[src/rtl/aes_pkg.sv]
`default_nettype none
// ============================================================================
//  Module      : aes_pkg
//  Description : Shared AES pipeline constants and block/word types.
//  Revision    : 1.0  initial release
// ============================================================================
package aes_pkg;

    localparam int AES_BLOCK_W         = 128;
    localparam int AES_WORD_W          = 32;
    localparam int AES_WORDS_PER_BLOCK = 4;

    // Round state at which the encryption pipeline raises data_done
    localparam logic [4:0] AES_DONE_STATE = 5'b01010;

    typedef logic [AES_BLOCK_W-1:0] aes_block_t;
    typedef logic [AES_WORD_W-1:0]  aes_word_t;

endpackage
`default_nettype wire

[src/rtl/aes_output_buffer_block_word_select.sv]
`default_nettype none
// ============================================================================
//  Module      : block_word_select
//  Description : Picks one 32-bit word out of a 128-bit block, most
//                significant word first (index 0 -> bits 127:96).
//  Revision    : 1.0  initial release
// ============================================================================
module block_word_select
    import aes_pkg::*;
(
    input  aes_block_t   block,
    input  logic [1:0]   index,
    output aes_word_t    word
);

    // Word mux: index 0 is the MSW so the host sees the block in natural order
    always_comb begin
        word = '0;
        case (index)
            2'd0: word = block[127:96];
            2'd1: word = block[95:64];
            2'd2: word = block[63:32];
            2'd3: word = block[31:0];
            default: word = '0;
        endcase
    end

endmodule
`default_nettype wire

[src/rtl/aes_output_buffer.sv]
`default_nettype none
// ============================================================================
//  Module      : aes_output_buffer
//  Description : Block FIFO between the AES encryption pipeline and the host.
//                Stores whole 128-bit blocks, stalls the pipeline via is_full
//                and serves the host one 32-bit word per read, MSW first.
//  Revision    : 1.0  initial release
// ============================================================================
module aes_output_buffer
    import aes_pkg::*;
#(
    parameter int DEPTH  = 4,
    parameter int ADDR_W = $clog2(DEPTH)
) (
    input  logic              clk,
    input  logic              n_rst,
    input  aes_block_t        data_output,
    input  logic              data_done,
    input  logic              clear,
    input  logic              read_word,
    output logic              is_full,
    output aes_word_t         word_out,
    output logic              empty,
    output logic [ADDR_W:0]   block_count
);

    localparam logic [ADDR_W:0] FULL_COUNT = (ADDR_W+1)'(DEPTH);
    localparam logic [ADDR_W:0] CNT_ONE    = (ADDR_W+1)'(1);
    localparam logic [1:0]      LAST_WORD  = 2'(AES_WORDS_PER_BLOCK - 1);

    aes_block_t         mem [DEPTH];
    logic [ADDR_W-1:0]  wr_ptr;
    logic [ADDR_W-1:0]  rd_ptr;
    logic [1:0]         word_idx;
    logic [ADDR_W:0]    count;
    logic [ADDR_W:0]    count_next;

    logic               wr_en;
    logic               rd_en;
    logic               last_pop;
    aes_word_t          head_word;

    // Status is decoded from the registered count only, so neither
    // data_done nor read_word has a combinational path to the outputs.
    assign is_full     = (count == FULL_COUNT);
    assign empty       = (count == '0);
    assign block_count = count;

    // Full blocks writes: the frozen pipeline re-presents the same block,
    // so nothing is lost and nothing is written twice.
    assign wr_en    = data_done && !is_full;
    assign rd_en    = read_word && !empty;
    assign last_pop = rd_en && (word_idx == LAST_WORD);

    // Occupancy changes only on a lone write or a lone final-word pop
    always_comb begin
        count_next = count;
        if (wr_en && !last_pop) begin
            count_next = count + CNT_ONE;
        end else if (!wr_en && last_pop) begin
            count_next = count - CNT_ONE;
        end
    end

    // Block storage; contents need no reset, a flush only moves pointers
    always_ff @(posedge clk) begin
        if (wr_en && !clear) begin
            mem[wr_ptr] <= data_output;
        end
    end

    // Pointers, word index and occupancy; clear outranks write and read
    always_ff @(posedge clk or negedge n_rst) begin
        if (!n_rst) begin
            wr_ptr   <= '0;
            rd_ptr   <= '0;
            word_idx <= '0;
            count    <= '0;
        end else if (clear) begin
            wr_ptr   <= '0;
            rd_ptr   <= '0;
            word_idx <= '0;
            count    <= '0;
        end else begin
            if (wr_en) begin
                wr_ptr <= wr_ptr + 1'b1;
            end
            if (rd_en) begin
                word_idx <= word_idx + 1'b1;
                if (last_pop) begin
                    rd_ptr <= rd_ptr + 1'b1;
                end
            end
            count <= count_next;
        end
    end

    block_word_select u_word_select (
        .block (mem[rd_ptr]),
        .index (word_idx),
        .word  (head_word)
    );

    // Head entry is meaningless when empty, so present zero instead
    assign word_out = empty ? '0 : head_word;

endmodule
`default_nettype wire

[config.mk]
export PLATFORM = sky130hd
export DESIGN_NAME = aes_output_buffer
export DESIGN_NICKNAME = d
export VERILOG_FILES = /design/src/rtl/aes_pkg.sv /design/src/rtl/aes_output_buffer_block_word_select.sv /design/src/rtl/aes_output_buffer.sv
export SDC_FILE = /design/constraint.sdc
export NUM_CORES = 1
export LEC_CHECK = 0
export ABC_AREA = 1
export BUFFER_PORTS_ARGS = -buffer_cell sky130_fd_sc_hd__buf_2
export CORE_UTILIZATION = 40
export CTS_CLUSTER_DIAMETER = 60
export DETAILED_ROUTE_END_ITERATION = 10
export GPL_TIMING_DRIVEN = 0
export PLACE_DENSITY_LB_ADDON = 0.12
export SLEW_MARGIN = 40
export SYNTH_ARGS = -nofsm -noshare
export SYNTH_HDL_FRONTEND = slang
export SYNTH_SLANG_ARGS = --single-unit
[constraint.sdc]
create_clock -name clk -period 7 [get_ports clk]
set_input_delay 0 -clock clk [delete_from_list [all_inputs] [get_ports clk]]
set_output_delay 0 -clock clk [all_outputs]
set_load 0.02 [all_outputs]
## After elaboration in Yosys (flattened, before gate mapping)

Memory sizes are Yosys's and may differ from the RTL's.
Cells that the tools add are included.

| word-level totals | value |
|---|---|
| register bits | 9 |
| output and inout port bits | 37 |
| bits of input ports | 133 |
| RAM bits | 512 |
| memories | 1 |
| logic and storage cells | 46 |

Memory list:

| name | words | bits a word | rd ports | clocked after memory_dff | write ports | RTL line | source |
|---|---|---|---|---|---|---|---|
| mem | 4 | 128 | 1 | 0 | 1 | aes_output_buffer.sv:31 | `aes_block_t mem [DEPTH];` |

| cells by class | value |
|---|---|
| $add $sub $neg | 5 |
| multiplexer cells | 14 |
| reduce and logical (&&, ||, !) cells | 18 |
| equality and inequality tests | 4 |

Operators by type and width:

| cell | count |
|---|---|
| $pmux 32 s4 | 1 |
| $mux 32 | 1 |
| $mux 2 | 7 |
| $mux 3 | 3 |
| $add 2x1->2 const B | 3 |
| $logic_and 1x1->1 | 6 |
| $reduce_bool 2->1 | 3 |
| $logic_not 1->1 | 5 |
| $eq 2x2->1 const B | 2 |
| $add 3x1->3 const B | 1 |
| $eq 3x3->1 const B | 1 |
| $logic_not 3->1 | 1 |
| $reduce_bool 3->1 | 1 |
| $sub 3x1->3 const B | 1 |
| $eq 2x1->1 const B | 1 |
| $logic_not 2->1 | 1 |
| $mux 1 | 2 |
| $reduce_and 2->1 | 1 |

## Longest topological paths before layout

Gate-level depths: netlist (run 1).

| depth | value |
|---|---|
| depth after elaboration | 8 |
| gate-level depth with buffers | 12 |
| gate-level depth less buffers | 12 |

## Hierarchy

Synthesis (run 1) repeated with hierarchy kept, for this count alone.

| second synthesis, totals | value |
|---|---|
| cell total of the unflattened synthesis | 1566 |
| area, all modules | 20897.5 µm² |

Modules (own cells, without submodules):

| module | cells an instance | instances | area each (µm²) |
|---|---|---|---|
| aes_output_buffer | 1380 | 1 | 19819.0 |
| block_word_select | 186 | 1 | 1078.5 |

## Worst setup path after synthesis (run 1)

No wires, ideal clock.

| timing | value |
|---|---|
| kind | flip-flop to flip-flop |
| start point | reg count[0] (netlist: block_count[0]) |
| end point | mem mem[0][0] (netlist bit), enable pin |
| clock period less this slack | 6.776 ns |
| arrival time | 6.158 ns |
| buffers on the path | 0 |
| setup time | 0.617 ns |
| data required time | 6.383 ns |
| setup slack | 0.224 ns |
| cell stages (with the launch flop) | 5 |
| cells stage by stage | dfrtp_1 > nor2_1 > nand2_1 > nand3_1 > nor2_1 |

| between the ends | value |
|---|---|
| longest elaborated chain between the ends | 6 |

RTL lines:

| what | RTL line | source |
|---|---|---|
| start, declared | aes_output_buffer.sv:35 | `logic [ADDR_W:0] count;` |
| start signal, assigned | aes_output_buffer.sv:94 | `count <= count_next;` |
| $eq 3x3->1 | aes_output_buffer.sv:45 | `assign is_full = (count == FULL_COUNT);` |
| $logic_not 1->1 | aes_output_buffer.sv:51 | `assign wr_en = data_done && !is_full;` |
| $logic_and 1x1->1 | aes_output_buffer.sv:51 |  |
| $logic_and 1x1->1 | aes_output_buffer.sv:67 | `if (wr_en && !clear) begin` |
| $mux 1 | aes_output_buffer.sv:67 |  |
| $mux 1 (implied by the code) | aes_output_buffer.sv:68 | `mem[wr_ptr] <= data_output;` |
| end, declared | aes_output_buffer.sv:31 |  |

No other way between the ends.

## Worst setup path after layout (run 1)

| timing | value |
|---|---|
| start point | reg rd_ptr[1] |
| end point | out word_out[8] |

| between the ends | value |
|---|---|
| longest elaborated chain between the ends | 3 |

RTL lines:

| what | RTL line | source |
|---|---|---|
| start, declared | aes_output_buffer.sv:33 | `logic [ADDR_W-1:0] rd_ptr;` |
| start signal, assigned | aes_output_buffer.sv:91 | `rd_ptr <= rd_ptr + 1'b1;` |
| $mem_v2 4x128 | n/a |  |
| $pmux 32 s4 | aes_output_buffer_block_word_select.sv:19 | `case (index)` |
| $mux 32 | aes_output_buffer.sv:105 | `assign word_out = empty ? '0 : head_word;` |
| end, declared | aes_output_buffer.sv:22 | `output aes_word_t word_out,` |

No other way between the ends.

==> results.toml, run 1 <==
[yosys]
ys_types = 20
yosysWarnings = 0
yosysMostFrequentCell = "nand2_1"
async_flop_share = 0.0173
synthCells = 1884
syn_area_um2 = 21400
synthTopCellsByCount = "nand2_1, edfxtp_1, nor2_1"
synth.area.top_cells = "edfxtp_1, nand2_1, nor2_1"
syn-num-nets = 2026
yosys.area.top_type = "edfxtp_1"
ys_seq_area_frac = 0.731
synth_ff_type = "edfxtp_1"
synth_edf_count = 512
syn_area_per_cell_um2 = 11.3
yosysTopAreaCellShare = 0.720
ys_seq_elements = 521

[timing]
clock_skew_ns = 0.0248
maxSlewHeadroom = 0.568
layout_min_cycle_time_ns = 3.15
rsz0062_at_grt = "no"
tightest_slew_ns = 0.646
timing.fmax_ghz = 0.317
period_share = 0.451
drv_slew = 0
setup_viol = 0
finalHoldViolCount = 0

[global_route]
grt_max_degree = 19
grt_antenna_before_repair = 4
grt_pass1_vias = 14400
grt.overflow.total = 0
track_usage = 0.230
grt_first_pass_wirelength_um = 91000

[clock_tree]
tritoncts = "yes"
numCtsBuffers = 55
cts.clk_slew.worst_paths_ns = 0.06
cts_setup_buffers = 0
cts_max_level = 2
clock_path_buffers = 3
ctsResizeCount = 0
holdBufCountCts = 133
clockRootBuffer = "clkbuf_16"
clk_latency_ns = 0.62
cts_sinks = 521

[power]
swShare = 0.285
peakVddDrop_uv = 206
power-per-cell-area_nw_per_um2 = 293
finalPower_uw = 7880
p_clk_frac = 0.351
seqPwrFrac = 0.464
p_switching_uw = 2250
p_leak_uw = 0.0103
combPwrFrac = 0.184
p_int_uw = 5630

[placed_design]
dpl.hpwl_um = 43100
port_buffers = 169
placed_cells = 2778
place_congestion = 0.845

[critical_path]
worstPathMaxFanout = 10
critPathLaunchType = "flop"
crit_path_start = "rd_ptr[1]"
crit_path_end_kind = "output port"
rrSetupSlack_ns = 4.50
r2r_start = "block_count[0]"
path_class = "reg -> out"
required_ns = 7.00
rr_worst_depth = 9
cp_data_arrival_time_ns = 3.15
timing.rr.end = "mem[0][46]"

[detailed_routing]
num_vias = 14900
detail_route.wl_per_cell_um = 20.5
drtIter0Drc = 1194
antenna_left = 0
viasPerCell = 4.94
drc = 0
routed_wl_um = 61900
first_pass_iters = 4

[floorplan]
core_area_um2 = 52700
num_rows = 84
boundaryPins = 170
die_h_um = 233
die-area_um2 = 54300
start_util = 0.406
die_w_um = 233

[layout]
fin_nets = 2422
syn_to_final_growth_pct = 25.8
finalNonFillerCells = 3015
drive_above_1_share = 0.149
fill_cells = 4733
final_util = 0.510

[worst_hold_path]
holdCritStartpoint = "data_output[76]"
hp-class = "in -> reg"
hold_end = "mem[0][76]"
hold_path_depth = 2

[flow_run]
maxCapViolations = 0

[status]
status = "completed"
==> power groups by stage <==
stage	combinational, uW	sequential [uW]	clock, uW
final	1450	3660	2770
after global routing	1580	3670	2930
after CTS	1470	3660	2820
after detailed placement	1400	3720	0
after global placement	1310	3790	0
after floorplan	706	3760	0
==> registers in the layout, indices dropped and copies added (netlist names) <==
| signal | count |
|---|---|
| block_count | 3 |
| rd_ptr | 2 |
| wr_ptr | 2 |
| mem | 512 |
| word_idx | 2 |
==> cell usage in the layout (no fill, tap or decap), drive strengths merged <==
cell type      n
nor2         263
a21oi          1
clkinv        24
buf          278
nand2        624
xnor2          1
inv           53
clkinvlp       3
diode          3
dlygate4sd3  133
clkbuf       103
nand3        108
a21boi         1
edfxtp       512
fa             1
o21ai        199
bufinv         3
ha             8
dfrtp          9
==> logic make-up (layout without fill, tap and decap cells) <==
| group | count (synthesis) | after routing | synth area share |
|---|---|---|---|
| flops | 521 | 521 | 0.731 |
| compound gates | 201 | 201 | 0.0472 |
| fa+ha+maj | 9 | 9 | 0.00563 |
| simple gates | 995 | 995 | 0.181 |
| buf+inv | 157 | 597 | 0.0349 |
| xor+xnor | 1 | 1 | 0.000410 |
| other cells | 0 | 3 | 0 |
==> layer usage <==
layer  GRT usage  vias to the layer above  wire length, um
met3      0.0424                      109             3440
met1       0.320                     7224            27800
li1            -                     7188                -
met2       0.366                      380            28800
met4      0.0701                        8             1800
met5           0                        -               46
==> worst max-delay path by stage <==
stage / end / slack (ns) / depth (start not counted)
6_report: word_out[8] / 3.85 / 10
2_1_floorplan: mem[0][0] / 0.22 / 4
4_1_cts: word_out[8] / 3.79 / 10
3_5_place_dp: word_out[8] / 4.46 / 10
3_3_place_gp: mem[1][77] / -4.64 / 3
5_1_grt: word_out[8] / 3.74 / 10
==> worst max-delay path: stages (launching register included) <==
cell	delay [ns]
dfrtp_1	0.37
buf_4	0.20
inv_2	0.21
buf_2	0.33
buf_2	0.32
nand3_1	0.12
nand3_1	0.12
nand2_1	0.15
nor2_1	0.43
nor2_1	0.10
buf_2	0.18
==> metrics by stage <==
step | setup TNS (ns) | worst slack [ns] | area, um2 | hold slack [ns]
3_5_place_dp | 0 | 4.46 | 23800 | -0.0936
6_report | 0 | 3.85 | 26900 | 0.132
3_3_place_gp | -2268.38 | -4.64 | 23100 | -0.0989
5_1_grt | 0 | 3.74 | 26900 | 0.123
4_1_cts | 0 | 3.79 | 26900 | 0.0958
2_1_floorplan | 0 | 0.224 | 21400 | -0.296
==> final cells by class <==
type | count | area [um2] | share of cell area
plain buffers | 104 | 547 | 0.0204
diodes | 3 | 7.51 | 0.000279
inverters | 53 | 199 | 0.00740
clock inverters | 30 | 226 | 0.00843
clock buffers | 71 | 1460 | 0.0543
repair buffers | 339 | 2930 | 0.109
flip-flops and latches | 521 | 15600 | 0.581
multi-input cells | 1206 | 5040 | 0.187
well taps | 688 | 861 | 0.0320
Note: power is estimated with default switching activity, not from simulation.
==> run 2, diff against run 1 <==
- clock period: 7 -> 2.8 ns (I/O delays scaled with it)
==> run 2 against run 1 <==
Sequential share of layout area is 0.61 points lower. Wire length is 0.11% lower. First-iteration DRC count decreased by 7.7%. Critical endpoint is now word_out[15].
==> results.toml, run 2 (same netlist as run 1, synthesis figures left out) <==
[status]
status = "completed"

[clock_tree]
tritoncts = "yes"
clock_path_buffers = 3
cts_max_level = 2
cts.clk_slew.worst_paths_ns = 0.06
clockRootBuffer = "clkbuf_16"
numCtsBuffers = 57
cts_sinks = 521
clk_latency_ns = 0.61

[floorplan]
core_area_um2 = 52700
num_rows = 84
start_util = 0.406
die-area_um2 = 54300
die_w_um = 233
die_h_um = 233
boundaryPins = 170

[timing]
setup_viol = 0
setup-tns-final_ns = 0
timing.fmax_ghz = 0.363
tightest_slew_ns = 0.610
holdWs_ns = 0.140
drv_slew = 0
period_share = 0.985
finalHoldViolCount = 0
maxSlewHeadroom = 0.594
clock_skew_ns = 0.0169
layout_min_cycle_time_ns = 2.76
rsz0062_at_grt = "yes"

[worst_hold_path]
hp-class = "in -> reg"
hold_end = "mem[3][45]"
holdCritStartpoint = "data_output[45]"
hold_path_depth = 2

[detailed_routing]
antenna_left = 0
routed_wl_um = 61900
drc = 0
drtIter0Drc = 1102
first_pass_iters = 5
viasPerCell = 4.95
num_vias = 14900
detail_route.wl_per_cell_um = 20.5

[power]
p_int_uw = 14400
combPwrFrac = 0.188
power-per-cell-area_nw_per_um2 = 741
p_switching_uw = 5700
finalPower_uw = 20100
swShare = 0.283
p_clk_frac = 0.358
peakVddDrop_uv = 571
p_leak_uw = 0.0105
seqPwrFrac = 0.455

[global_route]
grt_first_pass_wirelength_um = 91100
grt_pass1_vias = 14600
track_usage = 0.231
grt_max_degree = 19
grt.overflow.total = 0
grt_antenna_before_repair = 3

[layout]
fin_nets = 2426
final_common_cell = "nand2_1"
largest_reg_flops = 512
regMostFlops = "mem"
stdcell_area_um2 = 27200
final_cell_mix = "nand2_1, edfxtp_1, nor2_1, buf_2, o21ai_0"
syn_to_final_growth_pct = 27.2
drive_above_1_share = 0.171

[critical_path]
crit_path_max_incr_delay_ns = 0.42
critPathLaunchType = "flop"
rrSetupSlack_ns = 0.34
worstPathMaxFanout = 10
rr_worst_depth = 12
r2r_start = "word_idx[0]"
path_class = "reg -> out"
crit_path_end_kind = "output port"
path_cells = "buf_6 -> buf_6 -> buf_2 -> nand2_1 -> nand2_1 -> nand2_1 -> o21ai_1 -> nand2_1 -> nand2_1 -> nor2_1 -> nor2_1 -> buf_2"
crit_buf_inv = 4
crit_family = "buffers and inverters"
required_ns = 2.80
cp_data_arrival_time_ns = 2.76
cpMaxStageDelayCell = "dfrtp_1"
cpMostUsedCell = "nand2_1"
timing.rr.end = "block_count[2]"

[flow_run]
maxCapViolations = 0

[placed_design]
placed_area_um2 = 23900
dpl.hpwl_um = 43200
place_congestion = 0.848
port_buffers = 169
## run 2: cell type report
cell class | instances | area (um2)
fillers | 4671 | 25500
plain buffers | 104 | 644
repair buffers | 341 | 2950
diodes | 5 | 12.5
multi-input cells | 1206 | 5120
well taps | 688 | 861
clock buffers | 70 | 1540
inverters | 53 | 201
flip-flops and latches | 521 | 15600
clock inverters | 26 | 231
## run 2: worst max-delay path by stage
stage | end | cells after the start | startpoint
global route | word_out[15] | 12 | rd_ptr[0]
global placement | mem[3][72] | 3 | block_count[2]
detailed placement | word_out[9] | 10 | rd_ptr[1]
floorplan | mem[0][0] | 4 | block_count[0]
finish | word_out[15] | 12 | rd_ptr[0]
CTS | word_out[3] | 9 | rd_ptr[0]
## run 2: power by group through the flow
stage                     Sequential, uW  Combinational [uW]  Clock, uW
final                               9160                3780       7200
after global routing                9190                4080       7590
after CTS                           9160                3800       7310
after detailed placement            9320                3550          0
after global placement              9360                3310          0
after floorplan                     9350                1790          0
## run 2: layer usage
layer | vias to the layer above | global-route usage | wire, um
met5 | - | 0 | 0
met4 | 0 | 0.0717 | 1640
met3 | 88 | 0.0348 | 3520
met2 | 417 | 0.375 | 29400
met1 | 7214 | 0.319 | 27300
li1 | 7206 | - | -
## run 2: through the flow
step / std cells / utilization / setup slack (ns)
final: 3014 / 0.516 / 0.0431
after global routing: 3012 / 0.516 / -0.00695
after CTS: 3008 / 0.514 / 0.00323
after detailed placement: 2778 / 0.453 / 0.205
after global placement: 2741 / 0.439 / -1.92
after floorplan: 1884 / - / -0.300
## run 2: what timing repair did
action                                  in CTS  in global routing
pin swaps                                    0                  1
buffers inserted                             0                  1
hold buffers                               134                  0
endpoints found under the hold margin      554                  0
endpoints found under the setup margin      31                 24
resized for setup                           41                 38
## run 2: worst register-to-register path, cell delays in order, from the launching register on
cell	delay, ns
dfrtp_1	0.39
ha_1	0.16
clkbuf_1	0.34
nand3_1	0.35
nand2_1	0.19
inv_1	0.07
fa_1	0.37
xnor2_1	0.19
inv_1	0.06
nand2_1	0.06
nand2_1	0.05
nand3_1	0.06
nand2_1	0.06
==> run 3, diff against run 2 <==
- clock period: 2.8 -> 3.2 ns (I/O delays scaled with it)
==> run 3 against run 2 <==
Worst hold slack worse by 0.0068 ns. Global-route usage is 0.20 points lower. Register-to-register slack better by 0.33 ns. Setup slack better by 0.058 ns. Critical path depth is 2 lower. Sequential cell count stayed put. Clock skew is 0.012 ns higher. Via count is 0.86% higher. Wire length is 0.71% lower. Cell area is 0.62% lower. Critical path type unchanged.
==> results.toml, run 3 (same netlist as run 1, synthesis figures left out) <==
[global_route]
grt.overflow.total = 0
grt_pass1_vias = 14600
track_usage = 0.229
grt_max_degree = 19
grt_first_pass_wirelength_um = 90700
grt_antenna_before_repair = 6

[clock_tree]
clockRootBuffer = "clkbuf_16"
clock_path_buffers = 3
numCtsBuffers = 57
tritoncts = "yes"
clk_latency_ns = 0.62
cts_max_level = 2
cts_sinks = 521
cts.clk_slew.worst_paths_ns = 0.06
cts_setup_buffers = 0

[floorplan]
num_rows = 84
die_h_um = 233
start_util = 0.406
die-area_um2 = 54300
die_w_um = 233
core_area_um2 = 52700
boundaryPins = 170

[critical_path]
crit_buf_inv = 5
path_class = "reg -> out"
cpMaxStageDelayCell = "dfrtp_1"
crit_path_end_kind = "output port"
required_ns = 3.20
cp_data_arrival_time_ns = 3.10
crit_path_max_incr_delay_ns = 0.38
worstPathMaxFanout = 10
cpMostUsedCell = "buf_2"
crit_family = "buffers and inverters"
rrSetupSlack_ns = 0.67
critPathLaunchType = "flop"
path_cells = "buf_4 -> inv_2 -> buf_2 -> buf_2 -> nand3_1 -> nand3_1 -> nand2_1 -> nor2_1 -> nor2_1 -> buf_2"

[placed_design]
dpl.hpwl_um = 43100
place_congestion = 0.809
placed_cells = 2778
port_buffers = 169
post-place-ws_ns = 0.629

[layout]
fin_nets = 2424
largest_reg_flops = 512
final_cell_mix = "nand2_1, edfxtp_1, nor2_1, buf_2, o21ai_0"
syn_to_final_growth_pct = 26.4
final_common_cell = "nand2_1"
drive_above_1_share = 0.152
finalNonFillerCells = 3018
regMostFlops = "mem"
fill_cells = 4641

[detailed_routing]
num_vias = 15100
viasPerCell = 4.99
drc = 0
routed_wl_um = 61400
first_pass_iters = 5
detail_route.wl_per_cell_um = 20.3
drtIter0Drc = 1270
antenna_left = 0

[timing]
fin_ws_ns = 0.101
layout_min_cycle_time_ns = 3.10
clock_skew_ns = 0.0294
timing.fmax_ghz = 0.323
maxSlewHeadroom = 0.580
rsz0062_at_grt = "no"
drv_slew = 0
finalHoldViolCount = 0
tightest_slew_ns = 0.630
period_share = 0.968
setup_viol = 0

[status]
status = "completed"

[power]
power-per-cell-area_nw_per_um2 = 642
p_switching_uw = 4900
swShare = 0.283
peakVddDrop_uv = 430
p_clk_frac = 0.353
p_int_uw = 12400
seqPwrFrac = 0.462
combPwrFrac = 0.184
p_leak_uw = 0.0104

[worst_hold_path]
hp-class = "in -> reg"

[flow_run]
maxCapViolations = 0
## run 3: area by class of cell
class | instances | area [um2] | area share
Clock inverter | 28 | 181 | 0.00672
Sequential cell | 521 | 15600 | 0.578
Clock buffer | 76 | 1540 | 0.0571
Inverter | 53 | 199 | 0.00737
Buffer | 104 | 547 | 0.0203
Tap cell | 688 | 861 | 0.0319
Timing Repair Buffer | 339 | 3000 | 0.111
Multi-Input combinational cell | 1206 | 5060 | 0.187
Antenna cell | 3 | 7.51 | 0.000278
## run 3: power groups by stage
stage	registers, uW	clock network, uW	logic [uW]
after CTS	8010	6200	3220
final	8010	6120	3190
after detailed placement	8150	0	3070
after floorplan	8170	0	1560
after global routing	8040	6470	3450
after global placement	8190	0	2880
## run 3: what timing repair did
action / CTS / global route
hold buffers: 133 / 0
endpoints found under the hold margin: 552 / 0
setup endpoints to repair: 3 / 0
resized for setup: 3 / 0
## run 3: metal layers
layer | GRT usage | wire length [um] | share of wire | up-vias
li1 | - | - | - | 7213
met1 | 0.323 | 27400 | 0.45 | 7278
met2 | 0.368 | 28900 | 0.47 | 466
met3 | 0.0313 | 3520 | 0.057 | 90
met4 | 0.0690 | 1470 | 0.024 | 6
met5 | 0 | 38 | 0.00062 | -
## run 3: per-stage QoR
stage | hold WS [ns] | setup TNS (ns) | power (uW) | utilization | cell area, um2
floorplan | -0.296 | 0 | 9730 | - | 21400
global placement | -0.101 | -784.98 | 11100 | 0.439 | 23100
finish | 0.133 | 0 | 17300 | 0.513 | 27000
global route | 0.134 | 0 | 18000 | 0.513 | 27000
CTS | 0.107 | 0 | 17400 | 0.512 | 27000
detailed placement | -0.0953 | 0 | 11200 | 0.454 | 23900
## run 3: final timing paths
kind / start / end / depth (start not counted)
hold / removal: data_output[52] / mem[2][52] / 2
hold reg to reg: block_count[0] / block_count[0] / 2
min in group asynchronous: n_rst / word_idx[0] / 3
setup / recovery: rd_ptr[1] / word_out[8] / 10
setup reg to reg: block_count[2] / block_count[2] / 12
max in group asynchronous: n_rst / block_count[1] / 3
